==> src/rtl/agc_ctrl_pkg.sv <==
// agc_ctrl_pkg: shared opcode, ALU, mux-select, state and control-word encodings for the agc sequencer
package agc_ctrl_pkg;
    localparam logic [2:0] OP_TC = 3'd0, OP_CCS = 3'd1, OP_DAS = 3'd2, OP_CA = 3'd3;
    localparam logic [2:0] OP_CS = 3'd4, OP_TS = 3'd5, OP_AD = 3'd6, OP_MASK = 3'd7;
    localparam logic [2:0] ALU_ADD = 3'd0, ALU_SUB = 3'd1, ALU_XOR = 3'd2, ALU_SLT = 3'd3;
    localparam logic [2:0] ALU_AND = 3'd4, ALU_NAND = 3'd5, ALU_NOR = 3'd6, ALU_OR = 3'd7;
    localparam logic [1:0] MADDR_Z = 2'd0, MADDR_S = 2'd1, MADDR_A = 2'd2;
    localparam logic [1:0] AMUX_MEM = 2'd0, AMUX_U = 2'd1, AMUX_NOTA = 2'd2, AMUX_G = 2'd3;
    localparam logic [1:0] XMUX_MEM = 2'd0, XMUX_Z = 2'd1, XMUX_S = 2'd2, XMUX_A = 2'd3;
    localparam logic [1:0] YMUX_MEM = 2'd0, YMUX_A = 2'd1, YMUX_ONE = 2'd2, YMUX_IMM = 2'd3;
    localparam logic [1:0] ZMUX_MEM = 2'd0, ZMUX_U = 2'd1, ZMUX_B = 2'd2;
    localparam logic [1:0] QMUX_MEM = 2'd0, QMUX_U = 2'd1, QMUX_Z = 2'd2;
    localparam logic BMUX_MEM = 1'b0, BMUX_U = 1'b1;
    localparam logic LPMUX_MEM = 1'b0, LPMUX_U = 1'b1;

    typedef enum logic [2:0] {
        S_IDLE   = 3'd0,
        S_FETCH0 = 3'd1,
        S_FETCH1 = 3'd2,
        S_INCPC  = 3'd3,
        S_EXEC0  = 3'd4,
        S_EXEC1  = 3'd5,
        S_EXEC2  = 3'd6
    } state_t;

    typedef struct packed {
        logic [2:0] aluOp;
        logic [1:0] maddrMux;
        logic [1:0] qMux;
        logic [1:0] aMux;
        logic [1:0] xMux;
        logic [1:0] zMux;
        logic [1:0] yMux;
        logic       lpMux;
        logic       bMux;
        logic       lpWe;
        logic       gWe;
        logic       qWe;
        logic       bWe;
        logic       aWe;
        logic       yWe;
        logic       xWe;
        logic       zWe;
        logic       memWe;
    } ctrl_t;
endpackage

==> src/rtl/agc_ctrl_decode.sv <==
// agc_ctrl_decode: maps (micro-step, opcode) to the datapath control word and a last-step flag
module agc_ctrl_decode
    import agc_ctrl_pkg::*;
(
    input  state_t     state,
    input  logic [2:0] opcode,
    output ctrl_t      ctrl,
    output logic       last
);
    // Default word is all-zero (ADD, every select 0, no writes); each step overrides only what it uses
    always_comb begin
        ctrl = '0;
        ctrl.aluOp = ALU_ADD;
        last = 1'b0;
        case (state)
            S_FETCH0: ctrl.maddrMux = MADDR_Z;
            S_FETCH1: begin
                ctrl.gWe = 1'b1;
                ctrl.bWe = 1'b1;
                ctrl.bMux = BMUX_MEM;
                ctrl.xWe = 1'b1;
                ctrl.xMux = XMUX_Z;
                ctrl.yWe = 1'b1;
                ctrl.yMux = YMUX_ONE;
            end
            S_INCPC: begin
                ctrl.zWe = 1'b1;
                ctrl.zMux = ZMUX_U;
            end
            S_EXEC0: begin
                case (opcode)
                    OP_TC: begin
                        ctrl.qWe = 1'b1;
                        ctrl.qMux = QMUX_Z;
                        ctrl.zWe = 1'b1;
                        ctrl.zMux = ZMUX_B;
                        last = 1'b1;
                    end
                    OP_CA, OP_CS, OP_AD, OP_MASK: ctrl.maddrMux = MADDR_S;
                    OP_TS: begin
                        ctrl.maddrMux = MADDR_S;
                        ctrl.memWe = 1'b1;
                        last = 1'b1;
                    end
                    default: last = 1'b1;
                endcase
            end
            S_EXEC1: begin
                case (opcode)
                    OP_CA, OP_CS: begin
                        ctrl.aWe = 1'b1;
                        ctrl.aMux = AMUX_MEM;
                        last = opcode == OP_CA;
                    end
                    OP_AD, OP_MASK: begin
                        ctrl.xWe = 1'b1;
                        ctrl.xMux = XMUX_A;
                        ctrl.yWe = 1'b1;
                        ctrl.yMux = YMUX_MEM;
                    end
                    default: last = 1'b1;
                endcase
            end
            S_EXEC2: begin
                ctrl.aWe = 1'b1;
                ctrl.aMux = opcode == OP_CS ? AMUX_NOTA : AMUX_U;
                ctrl.aluOp = opcode == OP_MASK ? ALU_AND : ALU_ADD;
                last = 1'b1;
            end
            default: ;
        endcase
    end
endmodule

==> src/rtl/agc_sequencer.sv <==
// agc_sequencer: fetch / PC-increment / execute micro-sequencer driving the agc datapath controls
module agc_sequencer
    import agc_ctrl_pkg::*;
(
    input  logic       clk,
    input  logic       rst,
    input  logic       run,
    input  logic [2:0] opcode,
    output logic [2:0] alu_op,
    output logic [1:0] MAddr_MUX,
    output logic [1:0] Q_MUX,
    output logic [1:0] A_MUX,
    output logic [1:0] X_MUX,
    output logic [1:0] Z_MUX,
    output logic [1:0] Y_MUX,
    output logic       LP_MUX,
    output logic       B_MUX,
    output logic       LP_WE,
    output logic       G_WE,
    output logic       Q_WE,
    output logic       B_WE,
    output logic       A_WE,
    output logic       Y_WE,
    output logic       X_WE,
    output logic       Z_WE,
    output logic       mem_WE,
    output logic       busy,
    output logic       instr_done
);
    state_t     state, stateNext, wrapTo;
    logic [2:0] opLatch, opNext;
    ctrl_t      ctrlNext, ctrlQ;
    logic       lastNext;

    assign opNext = state == S_INCPC ? opcode : opLatch;
    assign wrapTo = run ? S_FETCH0 : S_IDLE;

    // instr_done already holds the last-step flag of the current state, so it decides the wrap
    always_comb begin
        stateNext = S_IDLE;
        case (state)
            S_IDLE:   stateNext = wrapTo;
            S_FETCH0: stateNext = S_FETCH1;
            S_FETCH1: stateNext = S_INCPC;
            S_INCPC:  stateNext = S_EXEC0;
            S_EXEC0:  stateNext = instr_done ? wrapTo : S_EXEC1;
            S_EXEC1:  stateNext = instr_done ? wrapTo : S_EXEC2;
            S_EXEC2:  stateNext = wrapTo;
            default:  stateNext = S_IDLE;
        endcase
    end

    agc_ctrl_decode u_decode (
        .state  (stateNext),
        .opcode (opNext),
        .ctrl   (ctrlNext),
        .last   (lastNext)
    );

    // Control word is decoded from the next state so registered outputs line up with the current state
    always_ff @(posedge clk or posedge rst) begin
        if (rst) begin
            state <= S_IDLE;
            opLatch <= '0;
            ctrlQ <= '0;
            instr_done <= 1'b0;
        end else begin
            state <= stateNext;
            opLatch <= opNext;
            ctrlQ <= ctrlNext;
            instr_done <= lastNext;
        end
    end

    assign busy = state != S_IDLE;
    assign alu_op = ctrlQ.aluOp;
    assign MAddr_MUX = ctrlQ.maddrMux;
    assign Q_MUX = ctrlQ.qMux;
    assign A_MUX = ctrlQ.aMux;
    assign X_MUX = ctrlQ.xMux;
    assign Z_MUX = ctrlQ.zMux;
    assign Y_MUX = ctrlQ.yMux;
    assign LP_MUX = ctrlQ.lpMux;
    assign B_MUX = ctrlQ.bMux;
    assign LP_WE = ctrlQ.lpWe;
    assign G_WE = ctrlQ.gWe;
    assign Q_WE = ctrlQ.qWe;
    assign B_WE = ctrlQ.bWe;
    assign A_WE = ctrlQ.aWe;
    assign Y_WE = ctrlQ.yWe;
    assign X_WE = ctrlQ.xWe;
    assign Z_WE = ctrlQ.zWe;
    assign mem_WE = ctrlQ.memWe;
endmodule

==> config.mk <==
export PLATFORM = sky130hd
export DESIGN_NAME = agc_sequencer
export DESIGN_NICKNAME = d
export VERILOG_FILES = /design/src/rtl/agc_ctrl_pkg.sv /design/src/rtl/agc_ctrl_decode.sv /design/src/rtl/agc_sequencer.sv
export SDC_FILE = /design/constraint.sdc
export NUM_CORES = 1
export LEC_CHECK = 0
export CAP_MARGIN = 15
export CELL_PAD_IN_SITES_DETAIL_PLACEMENT = 1
export CELL_PAD_IN_SITES_GLOBAL_PLACEMENT = 2
export CORE_UTILIZATION = 28
export CTS_CLUSTER_SIZE = 28
export DETAILED_ROUTE_END_ITERATION = 16
export PLACE_DENSITY = 0.72
export SYNTH_ARGS = -nofsm -noshare
export SYNTH_HDL_FRONTEND = slang
export SYNTH_HIERARCHICAL = 1
export SYNTH_SLANG_ARGS = --single-unit
==> constraint.sdc <==
create_clock -name clk -period 1.79 [get_ports clk]
set_input_delay 0.179 -clock clk [delete_from_list [all_inputs] [get_ports clk]]
set_output_delay 0.179 -clock clk [all_outputs]
set_load 0.01 [all_outputs]
==> reports/metrics.cfg <==
[run_status]
outcome = complete, no violations

[worst_setup_path]
cp_cell_sequence = xnor2_1, o21ai_0, buf_4, nor2b_4, and4_4, or2_1
end_kind = flip-flop
crit_family = simple AND/OR/NAND/NOR gates
crit_required_ns = 1.94
r2r_slack_ns = 0.14
slowest_stage = dfrtp_1
critical_path_class = reg -> reg
cp_max_fo = 12
arrival_ns = 1.80
cp-start-kind = flip-flop
crit_buf_inv = 1
slowest_delay_ns = 0.46

[timing]
final.setup.worst_slack_ns = 0.144
slew_viol_final = 0
finalSetupViolCount = 0
fmax_mhz = 608
hold_violations = 0
fin_skew_ns = 0.00410
rsz0062_at_grt = no
min_period_ns = 1.65
finalSetupTns_ns = 0
fin_crit_sh = 0.919

[cells_and_area]
layout.nets = 138
n_antenna_cell = 0
regArea_sq_um = 827
multi_input_area_sq_um = 340
drive_above_1_share = 0.195
fin_util = 0.401
stdcell_area_sq_mm = 0.00174
instances_no_fill = 185
final_cell_mix = 32 x dfrtp_1, 32 x clkdlybuf4s50_1, 8 x conb_1
fillCellCount = 462
syn2layout_area_growth_pct = 37.1

[route]
num_vias = 795
drcViolationCount = 0
met2WireLength_mm = 1.26
route.met3.wl_um = 100
drtIter0Drc = 22
drtAntennaViolNets = 0
firstDrtPassIters = 3
top_layer = met4
wl_per_cell_um = 12.6
drt-total-wl_mm = 2.33
viasPerCell = 4.30
wl_met1_um = 954

[die]
start_util = 0.292
die_h_um = 69.4
die_w_um = 69.4
io_pins = 34
die_area_sq_mm = 0.00482
core_sq_mm = 0.00435
rows = 24

[pwr]
p_leak_nw = 0.799
peakVddDrop_uv = 579
power_density_mw_per_mm2 = 1790

[clock_network]
cts_tree = built
root_buffer = clkbuf_8
cts_made_buffers = 5
clock_latency_ns = 0.27
cts_htree_levels = 2
cts_buffer_depth = 2
cts.clk_slew.worst_paths_ns = 0.07
cts_hold_buffers = 0
postCtsSetupBuffers = 0
cts.sinks = 33

[synth]
synth_largest_area_cell = dfrtp_1
syn_area_sq_mm = 0.00127
syn_avg_cell_area_sq_um = 13.1
ys_ff_latch = 33
ys_types = 29
ys_warn_count = 6
synth_top_cells_by_area = dfrtp_1 65%, buf_4 8.3%, mux2_4 3.5%
syn_inst = 97
ys_seq_area_frac = 0.649
yosys.area.top_type_share = 0.649

[global_route]
grt_pass1_vias = 850
grt_max_degree = 34
antenna_found_initial = 0
grt_overflow_total = 0
grt_pass1_wl_mm = 3.88
grtUsageTotal = 0.105

[place]
place_area_sq_mm = 0.00161
routabilityCongestion = 0.753
dp.cells = 177
dp_hpwl_mm = 1.65
pre_cts_slack_ns = 0.0871
port_buffers = 33

[flow_run]
drv_cap = 0

[worst_hold_path]
hp-class = in -> async

through the flow:
step	total power, mW	hold slack (ns)
floorplan	1.97	0.308
global placement	2.27	0.528
detailed placement	2.34	0.559
CTS	3.16	0.297
global route	3.32	0.341
finish	3.12	0.287
worst register-to-register path: stages, from the launching register on:
cell and delay (ns):
dfrtp_1 0.46, xnor2_1 0.15, o21ai_0 0.19, buf_4 0.24
nor2b_4 0.06, and4_4 0.19, or2_1 0.24
layout make-up:
type	count	share of cell area
tap	52	0.0373
clock buffer	5	0.0395
multi-input combinational	51	0.195
timing repair buffer	38	0.210
inverter	3	0.00646
clock inverter	3	0.0373
sequential	33	0.474
path summary, 6_finish.rpt:
| kind | to | startpoint | depth (start not counted) |
|---|---|---|---|
| min in group clk | opLatch[1] | opLatch[1] | 1 |
| hold reg to reg | opLatch[1] | opLatch[1] | 1 |
| max in group asynchronous | state[0] | rst | 3 |
| setup / recovery | X_WE | state[1] | 6 |
| setup reg to reg | X_WE | state[1] | 6 |
| hold / removal | MAddr_MUX[1] | rst | 3 |
where the power goes:
group	internal, mW	total [mW]	switching, mW
Sequential	0.939	1.04	0.103
Clock	0.553	0.813	0.261
Combinational	0.603	1.27	0.664
Total	2.10	3.12	1.03
cell usage after synthesis (all sizes together):
| cell type | n |
|---|---|
| mux2 | 3 |
| nand3b | 1 |
| or2 | 1 |
| xnor2 | 1 |
| nand2 | 7 |
| dfrtp | 33 |
| or3 | 1 |
| nand3 | 3 |
| and3b | 1 |
| nor2b | 2 |
| conb | 1 |
| o21ai | 2 |
| nor3 | 3 |
| a41o | 1 |
| o311a | 1 |
| nor2 | 5 |
| buf | 17 |
| inv | 3 |
| nor3b | 2 |
| o32ai | 1 |
| a21oi | 6 |
| and4 | 2 |
routing by layer:
| metal | track usage | vias up |
|---|---|---|
| met5 | 0 | - |
| met4 | 0.0476 | 0 |
| met3 | 0.0291 | 4 |
| met2 | 0.192 | 18 |
| met1 | 0.111 | 403 |
| li1 | - | 370 |
sequential cells by signal, indices dropped and copies added (netlist names), 2 cells and up:
signal     flops
opLatch        3
state          3
MAddr_MUX      2
X_MUX          2
Y_MUX          2
Z_MUX          2
Q_MUX          2
alu_op         3
A_MUX          2
cells by family after synthesis:
logic type	synth area share
other cells	0.00295
buf+inv	0.108
simple gates	0.144
mux	0.0354
xor+xnor	0.00688
flops	0.649
compound gates	0.0541
repair_timing:
| action | in CTS | in global routing |
|---|---|---|
| endpoints found under the hold margin | 0 | 0 |
| setup endpoints to repair | 1 | 3 |
| gates resized for setup | 2 | 1 |
| pin swaps | 0 | 0 |
(Power assumes the default switching activity.)
